$ cat src/rtl/vga_mode_pkg.sv
// rtl/vga_mode_pkg.sv - mode record, mode table and FSM encoding for vga_mode_ctrl
// VGA_MODE_POL_EN adds per-mode sync polarity bits to the record and table.
package vga_mode_pkg;

    typedef struct packed {
        logic [10:0] h_disp;
        logic [10:0] h_sync_start;
        logic [10:0] h_sync_end;
        logic [10:0] h_end;
        logic [10:0] v_disp;
        logic [10:0] v_sync_start;
        logic [10:0] v_sync_end;
        logic [10:0] v_end;
`ifdef VGA_MODE_POL_EN
        logic        h_pol;
        logic        v_pol;
`endif
    } mode_rec_t;

    localparam int MODE_REC_W = $bits(mode_rec_t);

`ifdef VGA_MODE_POL_EN
    localparam mode_rec_t MODE_TABLE [4] = '{
        '{11'd640,  11'd656,  11'd752,  11'd799,  11'd480,  11'd490,  11'd492,  11'd524,  1'b0, 1'b0},
        '{11'd800,  11'd840,  11'd968,  11'd1055, 11'd600,  11'd601,  11'd605,  11'd627,  1'b1, 1'b1},
        '{11'd1024, 11'd1048, 11'd1184, 11'd1343, 11'd768,  11'd771,  11'd777,  11'd805,  1'b0, 1'b0},
        '{11'd1280, 11'd1328, 11'd1440, 11'd1687, 11'd1024, 11'd1025, 11'd1028, 11'd1065, 1'b1, 1'b1}
    };
`else
    localparam mode_rec_t MODE_TABLE [4] = '{
        '{11'd640,  11'd656,  11'd752,  11'd799,  11'd480,  11'd490,  11'd492,  11'd524},
        '{11'd800,  11'd840,  11'd968,  11'd1055, 11'd600,  11'd601,  11'd605,  11'd627},
        '{11'd1024, 11'd1048, 11'd1184, 11'd1343, 11'd768,  11'd771,  11'd777,  11'd805},
        '{11'd1280, 11'd1328, 11'd1440, 11'd1687, 11'd1024, 11'd1025, 11'd1028, 11'd1065}
    };
`endif

    typedef enum logic [1:0] {
        ST_SWITCH   = 2'd0,
        ST_SETTLE   = 2'd1,
        ST_RUN      = 2'd2,
        ST_WAIT_EOF = 2'd3
    } state_t;

endpackage

$ cat src/rtl/vga_mode_rom.sv
// rtl/vga_mode_rom.sv - combinational mode index to timing record lookup
// Kept separate so a board can substitute its own table.
module vga_mode_rom
    import vga_mode_pkg::*;
(
    input  logic [1:0]            idx,
    output logic [MODE_REC_W-1:0] rec
);

    assign rec = MODE_TABLE[idx];

endmodule

$ cat src/rtl/vga_mode_ctrl.sv
// rtl/vga_mode_ctrl.sv - video mode controller: applies mode changes at end-of-frame
// VGA_MODE_POL_EN adds h_sync_pol/v_sync_pol outputs.
module vga_mode_ctrl
    import vga_mode_pkg::*;
#(
    parameter int NUM_MODES     = 4,
    parameter int SETTLE_FRAMES = 2
) (
    input  logic        clk,
    input  logic        res_n,
    input  logic        req_valid,
    input  logic [1:0]  req_mode,
    output logic        req_ready,
    output logic        req_err,
    input  logic [10:0] h_pos,
    input  logic [10:0] v_pos,
    output logic [10:0] h_disp,
    output logic [10:0] h_sync_start,
    output logic [10:0] h_sync_end,
    output logic [10:0] h_end,
    output logic [10:0] v_disp,
    output logic [10:0] v_sync_start,
    output logic [10:0] v_sync_end,
    output logic [10:0] v_end,
    output logic        sync_res,
    output logic        video_blank,
`ifdef VGA_MODE_POL_EN
    output logic        h_sync_pol,
    output logic        v_sync_pol,
`endif
    output logic [1:0]  cur_mode
);

    state_t                state_q, state_d;
    mode_rec_t             mode_q, mode_d;
    logic [3:0]            cnt_q, cnt_d;
    logic [1:0]            pend_q, pend_d;
    logic [1:0]            cur_q, cur_d;
    logic                  sync_res_q, sync_res_d;
    logic                  blank_q, blank_d;
    logic                  ready_q, ready_d;
    logic                  err_q, err_d;
    logic [MODE_REC_W-1:0] rom_bits;
    mode_rec_t             rom_rec;
    logic                  eof;
    logic                  accept;
    logic [3:0]            cnt_inc;

    vga_mode_rom u_rom (
        .idx (pend_q),
        .rec (rom_bits)
    );

    assign rom_rec = mode_rec_t'(rom_bits);
    assign eof     = (h_pos == mode_q.h_end) && (v_pos == mode_q.v_end);
    assign accept  = req_valid && ready_q;
    assign cnt_inc = cnt_q + 4'd1;

    always_comb begin
        state_d    = state_q;
        mode_d     = mode_q;
        cnt_d      = cnt_q;
        pend_d     = pend_q;
        cur_d      = cur_q;
        sync_res_d = sync_res_q;
        blank_d    = blank_q;
        ready_d    = ready_q;
        err_d      = 1'b0;
        case (state_q)
            ST_SWITCH: begin
                state_d    = ST_SETTLE;
                cnt_d      = 4'd0;
                sync_res_d = 1'b0;
            end
            ST_SETTLE: begin
                if (eof) begin
                    if (cnt_inc == 4'(SETTLE_FRAMES)) begin
                        state_d = ST_RUN;
                        cnt_d   = 4'd0;
                        ready_d = 1'b1;
                        blank_d = 1'b0;
                    end else begin
                        cnt_d = cnt_inc;
                    end
                end
            end
            ST_RUN: begin
                // eof in the accept cycle is deliberately ignored: WAIT_EOF starts next cycle
                if (accept) begin
                    if (int'({30'd0, req_mode}) >= NUM_MODES) begin
                        err_d = 1'b1;
                    end else if (req_mode != cur_q) begin
                        pend_d  = req_mode;
                        state_d = ST_WAIT_EOF;
                        ready_d = 1'b0;
                        blank_d = 1'b1;
                    end
                end
            end
            ST_WAIT_EOF: begin
                if (eof) begin
                    mode_d     = rom_rec;
                    cur_d      = pend_q;
                    sync_res_d = 1'b1;
                    state_d    = ST_SWITCH;
                end
            end
            default: state_d = ST_SWITCH;
        endcase
    end

    always_ff @(posedge clk or negedge res_n) begin
        if (!res_n) begin
            state_q    <= ST_SWITCH;
            mode_q     <= MODE_TABLE[0];
            cnt_q      <= 4'd0;
            pend_q     <= 2'd0;
            cur_q      <= 2'd0;
            sync_res_q <= 1'b1;
            blank_q    <= 1'b1;
            ready_q    <= 1'b0;
            err_q      <= 1'b0;
        end else begin
            state_q    <= state_d;
            mode_q     <= mode_d;
            cnt_q      <= cnt_d;
            pend_q     <= pend_d;
            cur_q      <= cur_d;
            sync_res_q <= sync_res_d;
            blank_q    <= blank_d;
            ready_q    <= ready_d;
            err_q      <= err_d;
        end
    end

    assign h_disp       = mode_q.h_disp;
    assign h_sync_start = mode_q.h_sync_start;
    assign h_sync_end   = mode_q.h_sync_end;
    assign h_end        = mode_q.h_end;
    assign v_disp       = mode_q.v_disp;
    assign v_sync_start = mode_q.v_sync_start;
    assign v_sync_end   = mode_q.v_sync_end;
    assign v_end        = mode_q.v_end;
    assign sync_res     = sync_res_q;
    assign video_blank  = blank_q;
    assign req_ready    = ready_q;
    assign req_err      = err_q;
    assign cur_mode     = cur_q;
`ifdef VGA_MODE_POL_EN
    assign h_sync_pol   = mode_q.h_pol;
    assign v_sync_pol   = mode_q.v_pol;
`endif

endmodule

$ cat config.mk
export PLATFORM = sky130hd
export DESIGN_NAME = vga_mode_ctrl
export DESIGN_NICKNAME = d
export VERILOG_FILES = /design/src/rtl/vga_mode_pkg.sv /design/src/rtl/vga_mode_rom.sv /design/src/rtl/vga_mode_ctrl.sv
export SDC_FILE = /design/constraint.sdc
export NUM_CORES = 1
export LEC_CHECK = 0
export BUFFER_PORTS_ARGS = -buffer_cell sky130_fd_sc_hd__buf_2
export CAP_MARGIN = 0
export CORE_MARGIN = 5
export CORE_UTILIZATION = 45
export DETAILED_ROUTE_END_ITERATION = 10
export PLACE_DENSITY_LB_ADDON = 0.3
export RECOVER_POWER = 100
export SLEW_MARGIN = 20
export SYNTH_ARGS = -nofsm -noshare
export SYNTH_HDL_FRONTEND = slang
export SYNTH_SLANG_ARGS = --single-unit
$ cat constraint.sdc
create_clock -name clk -period 6.3 [get_ports clk]
set_input_delay 1.26 -clock clk [delete_from_list [all_inputs] [get_ports clk]]
set_output_delay 1.26 -clock clk [all_outputs]
set_load 0.01 [all_outputs]
# [Word level (Yosys, flattened, before mapping)]
# Index checks and enable logic that the tools add are counted.
# W data, S select, Z words.
[totals] output_inout_bits=94 ff_bits=101 wordCells=66 input_bits=27
[classes] n_reduce_logical=12 order_cmp=1 n_bitwise=1 n_eq_ne=12 n_mux=24 add_sub_neg=1
[op_table] cell="$bmux W88 S2" count=1
[op_table] cell="$mux W88" count=2
[op_table] cell="$eq A11 B11 Y1" count=2
[op_table] cell="$mux W2" count=5
[op_table] cell="$ne A2 B2 Y1 const B" count=5
[op_table] cell="$reduce_and A5 Y1" count=2
[op_table] cell="$mux W1" count=9
[op_table] cell="$mux W4" count=2
[op_table] cell="$pmux W2 S4" count=1
[op_table] cell="$pmux W4 S2" count=1
[op_table] cell="$pmux W1 S2" count=3
[op_table] cell="$reduce_and A2 Y1" count=3
[op_table] cell="$reduce_bool A2 Y1" count=3
[op_table] cell="$add A4 B1 Y4 const B" count=1
[op_table] cell="$eq A2 B2 Y1 const B" count=2
[op_table] cell="$eq A4 B2 Y1 const B" count=1
[op_table] cell="$ge A3 B3 Y1 const B" count=1
[op_table] cell="$not A2 Y3" count=1
[op_table] cell="$reduce_and A3 Y1" count=1
[op_table] cell="$eq A2 B1 Y1 const B" count=1
[op_table] cell="$logic_and A1 B1 Y1" count=2
[op_table] cell="$logic_not A2 Y1" count=1
[op_table] cell="$ne A2 B2 Y1" count=1

# [Depth between registers and ports, before layout]
[depth] depth_word=5 ltp_mapped=7 mapped_depth_nobuf=7

# [Modules after synthesis]
# A second synthesis with hierarchy kept.
[unflattened] hier_cells=397 hier_area_um2=5117.4
[modules_own_cells] mod="vga_mode_ctrl" cells_per_inst=303 area_per_inst_um2=4406.7 seq_area_each_um2=2575.0 n_inst=1
[modules_own_cells] mod="vga_mode_rom" cells_per_inst=94 area_per_inst_um2=710.7 seq_area_each_um2=0.0 n_inst=1

# [Worst setup path before layout]
# Ideal clock, no wire load.
[synth_path] path_type="in2reg" from="in h_pos[9]" to="reg state_q[1]" t_required_ps=6172 path_slack_ps=3243 arrival_ps=2929 path_stages=6 setup_ps=128 n_path_buf=0 path_cell_list="or3_4 > a222oi_1 > nand4_2 > a21oi_2 > a2bb2oi_2 > mux2_1"
[synth_between] elab_chain_len=4 elab_cells_between_ends=5 cone_classes="3 x eq/ne; 2 x reduce/logical"
[synth_rtl] element="start, declared" line_no="vga_mode_ctrl.sv:15" source="input logic [10:0] h_pos,"
[synth_rtl] element="$eq A11 B11 Y1 (*)" line_no="vga_mode_ctrl.sv:55" source="assign eof = (h_pos == mode_q.h_end) && (v_pos == mode_q.v_end);"
[synth_rtl] element="$logic_and A1 B1 Y1 (*)" line_no="vga_mode_ctrl.sv:55"
[synth_rtl] element="$ne A2 B2 Y1 (no line)"
[synth_rtl] element="$reduce_and A5 Y1 (no line) (*)"
[synth_rtl] element="end signal, assigned" line_no="vga_mode_ctrl.sv:124" source="state_q <= state_d;"
[synth_rtl] element="end, declared" line_no="vga_mode_ctrl.sv:34" source="state_t state_q, state_d;"
# Mark *: on every way between the ends. The rest lies on a longest branch, timed or not.
# A chain may end at the register's enable or synchronous reset.

# [Worst setup path after layout]
# Same ends and word-level chain as after synthesis.

==> flow_summary.ini <==
[run_status]
status = finished, final reports clean

[worst_setup_path]
end_kind = register
start_kind = primary input
crit_path_max_incr_delay_ns = 0.39
crit_buf_inv = 1
cp.arrival_ns = 3.37
crit_chain = clkbuf_1, or3_1, a222oi_1, nand4_1, a21oi_1, a2bb2oi_1, mux2_1
cp_top_family = compound AO/OA/AOI/OAI gates
crit_fanout = 10
critPathSlowestCell = or3_1
path_class = primary input to register
cp.required_ns = 6.46

[power_and_ir_drop]
p_leak_nw = 0.958
ir_drop_v = 0.0000660
pwr_density_cell_nw_per_um2 = 138
power_w = 0.000284

[detailed_routing]
first_pass_iters = 4
wire_per_inst_um = 13.3
routed_wl_um = 4260
antenna_left = 0
drt_iter0_drc = 61
drcViolationCount = 0
vias_per_cell = 4.60
vias = 1478

[sta]
slew_violations = 0
hold_viol = 0
clock_skew_ns = 0.00363
tightest_slew_ns = 1.40
rsz0062_at_grt = no
period_minus_slack_ns = 3.21
fin_crit_sh_pct = 51.0
worst_slew_margin_rel_pct = 6.37
fin_tns_setup_ns = 0
setup_violations = 0
fmax_mhz = 311

[floorplan]
fp.dieH_um = 78.1
start_util_pct = 47.2
design.die.area_um2 = 6090
rows = 24
core_area_um2 = 4410
io_pins = 121
die_w_um = 78.1

[clocking]
cts_tree = built
clk_pin_slew_ns = 0.09
cts_setup_buffers = 0
cts.sinks = 25
clk_latency_ns = 0.27
clock_path_buffers = 2
ctsResizeCount = 0
cts-hold-fix-buffers = 0
cts_made_buffers = 3
root_buffer = clkbuf_8
h-tree-depth = 1

[global_routing]
overflow = 0
grt_max_degree = 26
track_usage_pct = 12.9
grt_pass1_wl_um = 6720
antenna_found_initial = 0
grt_pass1_vias = 1395

[hold_path]
hold_path_class = register to register

[synthesis]
synth_warnings = 0
syn-cell-area_um2 = 2080
synth_area_per_cell_um2 = 9.18
ys_ff_latch = 25
ys_types = 38
syn_inst = 227
synth_seq_area_share_pct = 30.6

[finish]
fin_nets = 311
multi_input_area_um2 = 871
layout-drive-gt1-share_pct = 15.6
n_fill_cell = 493
seq_area_um2 = 637
antenna_cells_inserted = 0
fin_cells = 321
area.growth.synth_to_final_pct = -1.14

[placement]
io_buffers = 95
routabilityCongestion = 0.820
place_hpwl_um = 3450
dp_cells = 317

[job]
drv_cap = 0
[worst paths after layout]
check,startpoint,to,slack [ns],depth (start not counted)
max,h_pos[9],state_q[1],3.09,7
min,v_sync_end[2],v_sync_end[2],0.49,2
max reg2reg,v_end[6],state_q[1],3.67,6
min reg2reg,v_sync_end[2],v_sync_end[2],0.49,2
max in group asynchronous,res_n,v_end[6],4.18,1
min in group asynchronous,res_n,cur_mode[0],1.30,1
[cell usage in the layout, fill, tap and decap left out, drive strengths merged, types with 6 or more instances in the layout]
master,n
clkbuf,68
buf,30
conb,25
nand2,17
dfrtp,16
ha,14
inv,12
o21ai,11
nand3,10
dfstp,9
or3,8
mux2,8
a21oi,6
[worst register-to-register path, stage by stage, from the launching register on]
cell       delay, ns
dfrtp_1         0.53
or3_1           0.44
a222oi_1        0.26
nand4_1         0.36
a21oi_1         0.32
a2bb2oi_1       0.26
mux2_1          0.35
[logic make-up (layout without fill, tap and decap cells)]
logic type	after synthesis	in the layout	synth area share (%)
simple gates	47	47	12.1
xor+xnor	5	5	2.10
fa+ha+maj	14	14	8.40
buf+inv	92	111	30.8
compound gates	32	32	10.4
flops	25	25	30.6
other cells	2	25	0.360
mux	10	10	5.28
[where the power goes]
| part | total [W] | switching (W) | leakage [nW] | internal [W] |
|---|---|---|---|---|
| logic | 0.0000264 | 0.0000173 | 0.626 | 0.00000902 |
| clock network | 0.0000970 | 0.0000522 | 0.0217 | 0.0000448 |
| registers | 0.000161 | 0.000000212 | 0.310 | 0.000161 |
[state kept, by name, indices dropped and copies added (netlist names)]
register and count:
state_q 2, h_disp 1, h_sync_start 1, sync_res 1, cur_mode 1, v_sync_end 1, h_end 1, video_blank 1
v_end 6, v_sync_start 3, pend_q 2, req_ready 1, cnt_q 4
[stage by stage]
step	hold slack (ns)	cell area, µm²	setup WS, ns	util (%)
2_1_floorplan	0.484	2170	3.24	-
6_report	0.492	2060	3.09	46.7
5_1_grt	0.512	2060	2.90	46.7
3_3_place_gp	0.476	2110	3.04	47.9
3_5_place_dp	0.482	2110	2.96	47.9
4_1_cts	0.496	2160	3.25	49.0
[Yosys cell counts]
cell type / count / area [µm²]
xor2_1: 3 / 26.3
or4_1: 2 / 15.0
nand4_1: 1 / 6.26
mux2i_1: 2 / 20.0
buf_6: 1 / 11.3
o21a_1: 2 / 15.0
nor2_1: 3 / 11.3
o21ai_0: 11 / 55.1
a22oi_1: 5 / 37.5
a21oi_2: 1 / 8.76
xnor2_1: 2 / 17.5
mux2_1: 4 / 45.0
dfrtp_1: 16 / 400
conb_1: 2 / 7.51
dfstp_2: 9 / 236
nor4_2: 1 / 12.5
or3_4: 1 / 11.3
nand4_2: 1 / 12.5
ha_1: 14 / 175
o32a_1: 1 / 10.0
o31ai_1: 1 / 7.51
nand3_1: 10 / 50.1
or3_1: 7 / 43.8
a22o_1: 1 / 8.76
nor3_1: 2 / 10.0
a2bb2oi_2: 1 / 15.0
mux2_2: 4 / 45.0
or2_0: 1 / 6.26
buf_4: 77 / 578
a21oi_1: 5 / 25.0
nor4b_1: 1 / 8.76
o211ai_1: 1 / 7.51
a21o_2: 1 / 8.76
a222oi_1: 1 / 10.0
nand2_1: 17 / 63.8
inv_1: 12 / 45.0
clkbuf_1: 2 / 7.51
a41oi_1: 1 / 8.76
[final cells by class]
| class | instances | area share [%] |
|---|---|---|
| repair buffers | 95 | 19.1 |
| multi-input cells | 133 | 42.3 |
| inverters | 12 | 2.19 |
| flip-flops and latches | 25 | 30.9 |
| clock buffers | 3 | 2.00 |
| clock inverters | 1 | 0.364 |
| well taps | 52 | 3.16 |
[per-layer routing]
metal / routed length (µm) / GRT usage [%] / up-vias / part of all wire, %
met1: 1690 / 15.5 / 655 / 40
met3: 469 / 3.43 / 6 / 11
li1: - / - / 750 / -
met2: 2050 / 22.7 / 67 / 48
met4: 44 / 3.55 / 0 / 1.0
met5: 0 / 0 / - / 0
Power figures use the tool's default switching activity.
